<file path="src/rtl/imem_ecc_sink.sv">
// Instruction memory sink: loader writes are stored as Hamming SEC-DED codewords,
// fetches are decoded combinationally, and corrected words are scrubbed back while running.
module imem_ecc_sink #(
  parameter int          DEPTH    = 64,
  parameter logic [31:0] NOP_WORD = 32'h00000013
) (
  input  logic        clk,
  input  logic        rst,
  input  logic        imem_we,
  input  logic [31:0] imem_waddr,
  input  logic [31:0] imem_wdata,
  input  logic        loader_done_in,
  input  logic [31:0] rd_addr,
  output logic [31:0] rd_data,
  output logic        ready,
  output logic        s_err,
  output logic        d_err,
  output logic        wr_viol,
  output logic [7:0]  serr_cnt
);

  localparam int AW = $clog2(DEPTH);

  typedef enum logic [1:0] {IDLE = 2'd0, LOAD = 2'd1, RUN = 2'd2} state_t;

  // Codeword layout: bit 0 is overall parity, check bits sit at positions 1,2,4,8,16,32,
  // data bits fill the remaining positions 3..38 in ascending order.
  function automatic logic [38:0] ecc_encode(input logic [31:0] data);
    logic [38:0] cw;
    logic        par;
    int          j;
    cw = '0;
    j  = 0;
    for (int p = 1; p < 39; p++) begin
      if ((p & (p - 1)) != 0) begin
        cw[6'(p)] = data[5'(j)];
        j++;
      end
    end
    for (int k = 0; k < 6; k++) begin
      par = 1'b0;
      for (int p = 1; p < 39; p++) begin
        if (((p >> k) & 1) != 0) par = par ^ cw[6'(p)];
      end
      cw[6'(1 << k)] = par;
    end
    cw[0] = ^cw[38:1];
    return cw;
  endfunction

  function automatic logic [5:0] ecc_syndrome(input logic [38:0] cw);
    logic [5:0] syn;
    syn = '0;
    for (int k = 0; k < 6; k++) begin
      for (int p = 1; p < 39; p++) begin
        if (((p >> k) & 1) != 0) syn[3'(k)] = syn[3'(k)] ^ cw[6'(p)];
      end
    end
    return syn;
  endfunction

  function automatic logic [31:0] ecc_extract(input logic [38:0] cw);
    logic [31:0] data;
    int          j;
    data = '0;
    j    = 0;
    for (int p = 1; p < 39; p++) begin
      if ((p & (p - 1)) != 0) begin
        data[5'(j)] = cw[6'(p)];
        j++;
      end
    end
    return data;
  endfunction

  logic [38:0]    mem [0:DEPTH-1];
  state_t         r_state;
  logic           r_ready;
  logic           r_wr_viol;
  logic [7:0]     r_serr_cnt;
  logic [DEPTH-1:0] r_valid;

  logic [AW-1:0]  w_widx;
  logic [AW-1:0]  w_ridx;
  logic           w_w_oor;
  logic           w_r_oor;
  logic           w_wr_acc;
  logic           w_scrub;
  logic [38:0]    w_cw;
  logic [38:0]    w_fix;
  logic [5:0]     w_syn;
  logic           w_par_bad;
  logic [31:0]    w_rdata;
  logic           w_s_err;
  logic           w_d_err;
  logic           w_unused_lo;

  assign w_widx      = imem_waddr[AW+1:2];
  assign w_ridx      = rd_addr[AW+1:2];
  assign w_w_oor     = |imem_waddr[31:AW+2];
  assign w_r_oor     = |rd_addr[31:AW+2];
  assign w_unused_lo = ^rd_addr[1:0];
  // A write in the cycle rst is sampled low must never touch the array.
  assign w_wr_acc    = rst && imem_we && (r_state != RUN) &&
                       (imem_waddr[1:0] == 2'b00) && !w_w_oor;
  assign w_scrub     = (r_state == RUN) && w_s_err;

  // Fetch-side decode and correction
  always_comb begin
    w_cw      = mem[w_ridx];
    w_syn     = ecc_syndrome(w_cw);
    w_par_bad = ^w_cw;
    w_fix     = w_cw ^ (39'd1 << w_syn);
    w_rdata   = NOP_WORD;
    w_s_err   = 1'b0;
    w_d_err   = 1'b0;
    if (w_r_oor || !r_valid[w_ridx]) begin
      w_rdata = NOP_WORD;
    end else if (!w_par_bad) begin
      if (w_syn == 6'd0) begin
        w_rdata = ecc_extract(w_cw);
      end else begin
        w_d_err = 1'b1;
      end
    end else if (w_syn <= 6'd38) begin
      w_rdata = ecc_extract(w_fix);
      w_s_err = 1'b1;
    end else begin
      // Syndrome points past the codeword: cannot be a single flip.
      w_d_err = 1'b1;
    end
  end

  // Codeword storage: loader writes and run-time scrub write-back
  always_ff @(posedge clk) begin
    if (w_wr_acc) begin
      mem[w_widx] <= ecc_encode(imem_wdata);
    end else if (w_scrub) begin
      mem[w_ridx] <= ecc_encode(w_rdata);
    end
  end

  // Load/run control, valid bits, violation flag and error counter
  always_ff @(posedge clk or negedge rst) begin
    if (!rst) begin
      r_state    <= IDLE;
      r_ready    <= 1'b0;
      r_wr_viol  <= 1'b0;
      r_serr_cnt <= 8'd0;
      r_valid    <= '0;
    end else begin
      if (w_wr_acc) r_valid[w_widx] <= 1'b1;
      if (imem_we && !w_wr_acc) r_wr_viol <= 1'b1;
      if (w_scrub && (r_serr_cnt != 8'hFF)) r_serr_cnt <= r_serr_cnt + 8'd1;
      case (r_state)
        IDLE: begin
          if (loader_done_in) begin
            r_state <= RUN;
            r_ready <= 1'b1;
          end else if (w_wr_acc) begin
            r_state <= LOAD;
          end
        end
        LOAD: begin
          if (loader_done_in) begin
            r_state <= RUN;
            r_ready <= 1'b1;
          end
        end
        RUN: begin
          r_ready <= 1'b1;
        end
        default: begin
          r_state <= IDLE;
          r_ready <= 1'b0;
        end
      endcase
    end
  end

  assign rd_data  = w_rdata;
  assign s_err    = w_s_err;
  assign d_err    = w_d_err;
  assign ready    = r_ready;
  assign wr_viol  = r_wr_viol;
  assign serr_cnt = r_serr_cnt;

endmodule

</file>
<file path="config.mk">
export PLATFORM = sky130hd
export DESIGN_NAME = imem_ecc_sink
export DESIGN_NICKNAME = d
export VERILOG_FILES = /design/src/rtl/imem_ecc_sink.sv
export SDC_FILE = /design/constraint.sdc
export NUM_CORES = 2
export LEC_CHECK = 0
export BUFFER_PORTS_ARGS = -buffer_cell sky130_fd_sc_hd__clkbuf_2
export CAP_MARGIN = 20
export CORE_ASPECT_RATIO = 0.75
export CORE_UTILIZATION = 50
export CTS_CLUSTER_SIZE = 20
export DETAILED_ROUTE_END_ITERATION = 7
export PLACE_DENSITY = 0.68
export SYNTH_ARGS = -nofsm -noshare
export SYNTH_HDL_FRONTEND = slang
export SYNTH_SLANG_ARGS = --single-unit
export TNS_END_PERCENT = 5
</file>
<file path="constraint.sdc">
create_clock -name clk -period 5.7 [get_ports clk]
set_input_delay 0.57 -clock clk [delete_from_list [all_inputs] [get_ports clk]]
set_output_delay 0.57 -clock clk [all_outputs]
set_load 0.01 [all_outputs]
</file>
# Word-level counts from Yosys, hierarchy flattened
# Memories as Yosys holds them, arrays and structs flattened.
# Index checks and enable logic that the tools add are counted.
# word_totals
register_bits,76
mem_bits_rw,2048
output_inout_bits,44
elab_cells,1447
mem_count,1
# memory_table
memory,depth,width,read_ports,rd_ports_with_merged_regs,wr,line_no,source
mem,64,32,1,0,1,76,logic [38:0] mem [0:DEPTH-1];
# classes
addsub,109
magnitude_cmp,178
n_eq_ne,7
n_shift,1
muxes,983
n_bitwise,78
reduce_logical,85
# op_table
operator,count
32-bit two-way mux,185
32-bit bitwise mux,62
5-bit two-way mux,261
5-bit by 7-bit less-than comparator with 1-bit output (second input constant),112
5-bit by 2-bit adder with 5-bit output (second input constant),108
1-bit two-way mux,355
1-bit demux with 5-bit select,62
5-bit by 1-bit greater-or-equal comparator with 1-bit output (second input constant),62
1-bit binary-select mux with 5-bit select,50
38-bit XOR reduction,2
1-bit bitwise XOR,75
1-bit logical AND,70
64-bit bitwise OR,1
24-bit OR reduction,2
39-bit XOR reduction,1
32-bit OR reduction,1
1-bit by 4-bit left shift with 32-bit output (first input constant),1
32-bit bitwise XOR,1
6-bit by 7-bit less-than comparator with 1-bit output (second input constant),2
8-bit by 1-bit adder with 8-bit output (second input constant),1
8-bit inequality test (second input constant),1
1-bit binary-select mux with 6-bit select,1
1-bit demux with 6-bit select,1
6-bit by 1-bit greater-or-equal comparator with 1-bit output (second input constant),1
17 further kinds,23

# Longest topological paths before layout
# An unclocked memory read counts as a cell.
# depth
depth_word,200
mapped_depth,21
depth_no_buf,11

# Least setup slack after synthesis
# No wires, ideal clock.
# synth_timing
path_kind,input-to-reg
startpoint,input port rd_addr[2]
endpoint,memory mem[0][16] (netlist bit) (data pin)
setup_time_ns,0.564
arrival_time_ns,6.110
t_required_ns,5.136
slack_ns,-0.974
cell_stages,18
path_buffers,7
path_cell_list,buf_6 buf_8 buf_6 buf_6 buf_6 buf_2 mux4_2 mux4_2 nand2_1 o21ai_0 a32oi_1 xnor2_1 xor2_1 xnor2_1 xnor3_1 nand3_2 buf_4 mux2i_1
# synth_via
elab_chain_len,196
# synth_rtl
element,line_no,source
start: declaration,13,"input logic [31:0] rd_addr,"
memory 64 x 32 bit,-,
1-bit bitwise XOR (15 in a row),56,if (((p >> k) & 1) != 0) syn[3'(k)] = syn[3'(k)] ^ cw[6'(p)];
1-bit by 4-bit left shift with 32-bit output,113,w_fix = w_cw ^ (39'd1 << w_syn);
32-bit bitwise XOR,113,
1-bit two-way mux,125,end else if (w_syn <= 6'd38) begin
1-bit two-way mux,119,end else if (!w_par_bad) begin
1-bit two-way mux,117,if (w_r_oor || !r_valid[w_ridx]) begin
32-bit bitwise mux,69,data[5'(j)] = cw[6'(p)];
(+166 left out),-,
1-bit two-way mux,136,if (w_wr_acc) begin
1-bit bitwise XOR,43,if (((p >> k) & 1) != 0) par = par ^ cw[6'(p)];
1-bit two-way mux,138,end else if (w_scrub) begin
1-bit two-way mux,136,
1-bit bitwise XOR,43,
1-bit two-way mux,138,
1-bit two-way mux,136,
32-bit two-way mux (no line) (*),-,
end: declaration,76,
# Every way passes the cells marked *; elsewhere a longest branch is shown, timed or not. The select of a mux whose other input is x is not followed.

# Worst setup path in the final report
# layout_timing
startpoint,memory mem[54][21] (netlist bit)
endpoint,output port s_err
# layout_via
elab_chain_len,4
# layout_rtl
element,line_no,source
memory 64 x 32 bit,-,
39-bit XOR reduction,112,w_par_bad = ^w_cw;
1-bit two-way mux,119,
1-bit two-way mux,117,
end: declaration,16,"output logic s_err,"
# Every way passes these cells.

==> impl_metrics.yaml <==
power_and_ir_drop:
  ir_worst_vdd_v: 0.000429
  p_leak_uw: 0.0300
  total_power_uw: 31000
  power_density_nw_per_um2: 340
clocking:
  cts.htree.levels: 4
  cts_max_path_buffers: 3
  clk_pin_slew_ps: 60
  cts_setup_buffers: 0
  cts_made_buffers: 179
  tritoncts: "yes"
  insertion_delay_ps: 840
  root_buffer: "clkbuf_16"
  clkSinkCount: 1932
die:
  fp.dieH_microns: 341
  ios: 144
  die_area_sq_um: 155000
  rows: 124
  core_sq_um: 153000
  start_util_pct: 50.4
  die_w_microns: 455
synth:
  yosysWarnings: 0
  synth_cells: 3570
  synth_top_area_share_pct: 72.6
  synth.area.top_cells: "edfxtp_1 73%, mux4_2 15%, dfrtp_1 2.5%"
  avgSynthCellArea_sq_um: 21.5
  synth_edf_count: 1856
  async_flop_share_pct: 3.93
  synth-seq-cells: 1932
  ys_types: 71
  ys_seq_area_share_pct: 75.0
  synth_top_flop_cell: "edfxtp_1"
  synth_area_sq_um: 76800
  yosys.area.top_type: "edfxtp_1"
timing:
  finalCritPeriodShare_pct: 97.5
  rsz0062_at_grt: "false"
  skew_ps: 35.0
  holdWs_ps: 64.1
  slew_headroom_pct: 25.3
  finalSetupTns_ps: 0
  setup_viol: 0
  drv_slew: 0
  max_freq_mhz: 180
  fin_crit_ps: 5560
  max_slew.worst_pin.slew_ps: 1120
  fin_ws_ps: 145
  finalHoldViolCount: 0
min_path:
  min_path_type: "primary input to register"
placed_design:
  hpwl_microns: 128000
  place_congestion: 0.847
  pre_cts_ws_ps: -439
  portBuffers: 119
drt:
  via_per_inst: 6.41
  drc: 0
  vias: 40100
  totalWireLength_microns: 206000
  wire_per_inst_microns: 32.9
  postRouteAntennaNets: 0
  first_pass_iters: 6
  drt_iter0_markers: 5877
outcome:
  outcome: "finished clean"
cells_and_area:
  final_nets: 4197
  final_cell_mix: "1856 x edfxtp_1, 512 x mux4_2, 260 x buf_4"
  area_delta_synth_final_pct: 18.7
  drive_gt1_share_pct: 34.8
  multi_input_area_sq_um: 19000
  seqCellArea_sq_um: 57600
  num-fill-cells: 10500
  layout_commonest_cell: "edfxtp_1"
setup_path:
  cp_max_fo: 18
  crit_type: "register to output pin"
  critPathSlowestCell: "mux4_2"
  start_kind: "register"
  cp.required_ps: 5130
  critPathMaxStageDelay_ps: 560
  critPathArrivalTime_ps: 4990
  end_kind: "output pin"
  cp_cell_sequence: "mux4_2 > mux4_2 > mux4_2 > xnor3_1 > xnor2_1 > buf_4 > xnor3_1 > xnor3_1 > buf_6 > and2_1 > clkbuf_2"
global_routing:
  grt_pass1_vias: 39400
  grt_usage_pct: 26.9
  grt_max_degree: 77
  grt_pass1_wl_microns: 292000
  antenna_found_initial: 8
  grt_overflow: 0
run:
  maxCapViolations: 0
## cells in the mapped netlist, types with 8 or more instances
| cell type | instances |
|---|---|
| a21o_1 | 43 |
| nor2b_1 | 14 |
| and3_1 | 12 |
| o21ai_0 | 30 |
| o211ai_1 | 18 |
| mux2i_1 | 139 |
| nand2b_1 | 30 |
| buf_4 | 38 |
| buf_2 | 62 |
| buf_6 | 33 |
| dfrtp_1 | 76 |
| nor4_1 | 17 |
| nand2_1 | 95 |
| edfxtp_1 | 1856 |
| o32ai_1 | 31 |
| nand3_1 | 52 |
| clkbuf_1 | 69 |
| xnor2_1 | 36 |
| xor2_1 | 14 |
| and2_1 | 16 |
| buf_1 | 22 |
| a31oi_1 | 8 |
| nand4_1 | 30 |
| inv_1 | 26 |
| mux2_2 | 35 |
| o22ai_1 | 21 |
| a22oi_1 | 19 |
| a21oi_1 | 57 |
| nor2_1 | 50 |
| mux4_2 | 512 |
| nor3_1 | 20 |
## power by group
group          switching, uW  leakage [uW]  total, uW  internal [uW]
clock network           5290       0.00279      11800           6520
logic                   2110       0.00952       3350           1240
registers               1.06        0.0177      15800          15800
## cells by family (layout without fill, tap and decap cells)
logic type | after synthesis | count (layout) | synth area share (%)
flip-flops | 1932 | 1932 | 75.0
multiplexers | 688 | 688 | 17.4
AND/OR/NAND/NOR | 351 | 351 | 2.31
AO/OA/AOI/OAI | 284 | 284 | 2.60
buffers and inverters | 256 | 912 | 1.90
XOR/XNOR | 57 | 57 | 0.769
adder cells (fa/ha/maj) | 1 | 1 | 0.0163
other | 1 | 17 | 0.00488
## sequential cells by signal, summed over array words and instances (netlist names)
name	flops
mem	1856
wr_viol	1
ready	1
r_state	2
r_valid	64
serr_cnt	8
## layout make-up
cell class	instances	share of cell area (%)
Tap cell	2016	2.77
Sequential cell	1932	63.2
Multi-Input combinational cell	1397	20.9
Inverter	29	0.128
Clock inverter	104	1.12
Timing Repair Buffer	557	6.72
Clock buffer	222	5.18
Antenna cell	1	0.00274
## per-layer routing
metal | GRT usage (%) | up-vias | routed length (microns) | part of all wire [%]
met4 | 7.25 | 2 | 4520 | 2.2
met5 | 0 | - | 13 | 0.0063
li1 | - | 16100 | - | -
met3 | 6.24 | 268 | 23900 | 12
met2 | 40.0 | 2378 | 94600 | 46
met1 | 40.1 | 21400 | 82700 | 40
## through the flow
stage,std cells,util [%],cell area [sq um]
3_3_place_gp,5927,56.0,85300
3_5_place_dp,5927,56.0,85300
2_1_floorplan,3585,-,77000
4_1_cts,6256,59.8,91100
5_1_grt,6258,59.8,91200
6_report,6258,59.8,91200
## what timing repair did
| item | 4_1_cts | 5_1_grt |
|---|---|---|
| hold buffers | 3 | 0 |
| hold endpoints to repair | 70 | 0 |
| setup endpoints to repair | 16 | 16 |
| resized for setup | 3 | 4 |
## path summary, 6_finish.rpt
kind / startpoint / end / slack (ps) / cells after the start
worst max-delay path: mem[54][21] / s_err / 140 / 11
worst min register to register: r_valid[24] / r_valid[24] / 450 / 1
worst max register to register: mem[54][21] / mem[14][20] / 680 / 13
worst min-delay path: imem_waddr[2] / r_valid[35] / 60 / 2
max in group asynchronous: rst / r_valid[31] / 4540 / 3
min in group asynchronous: rst / wr_viol / 530 / 3
## worst max-delay path: cells and delay by family, from the launching register on
kind / cells / cell delay (ps)
muxes: 3 / 1590
xor gates and xnor gates: 4 / 1450
buffers and inverters: 3 / 540
DFF: 1 / 370
and+or+nand+nor: 1 / 180
No activity file was read; power rests on OpenSTA's default activity.
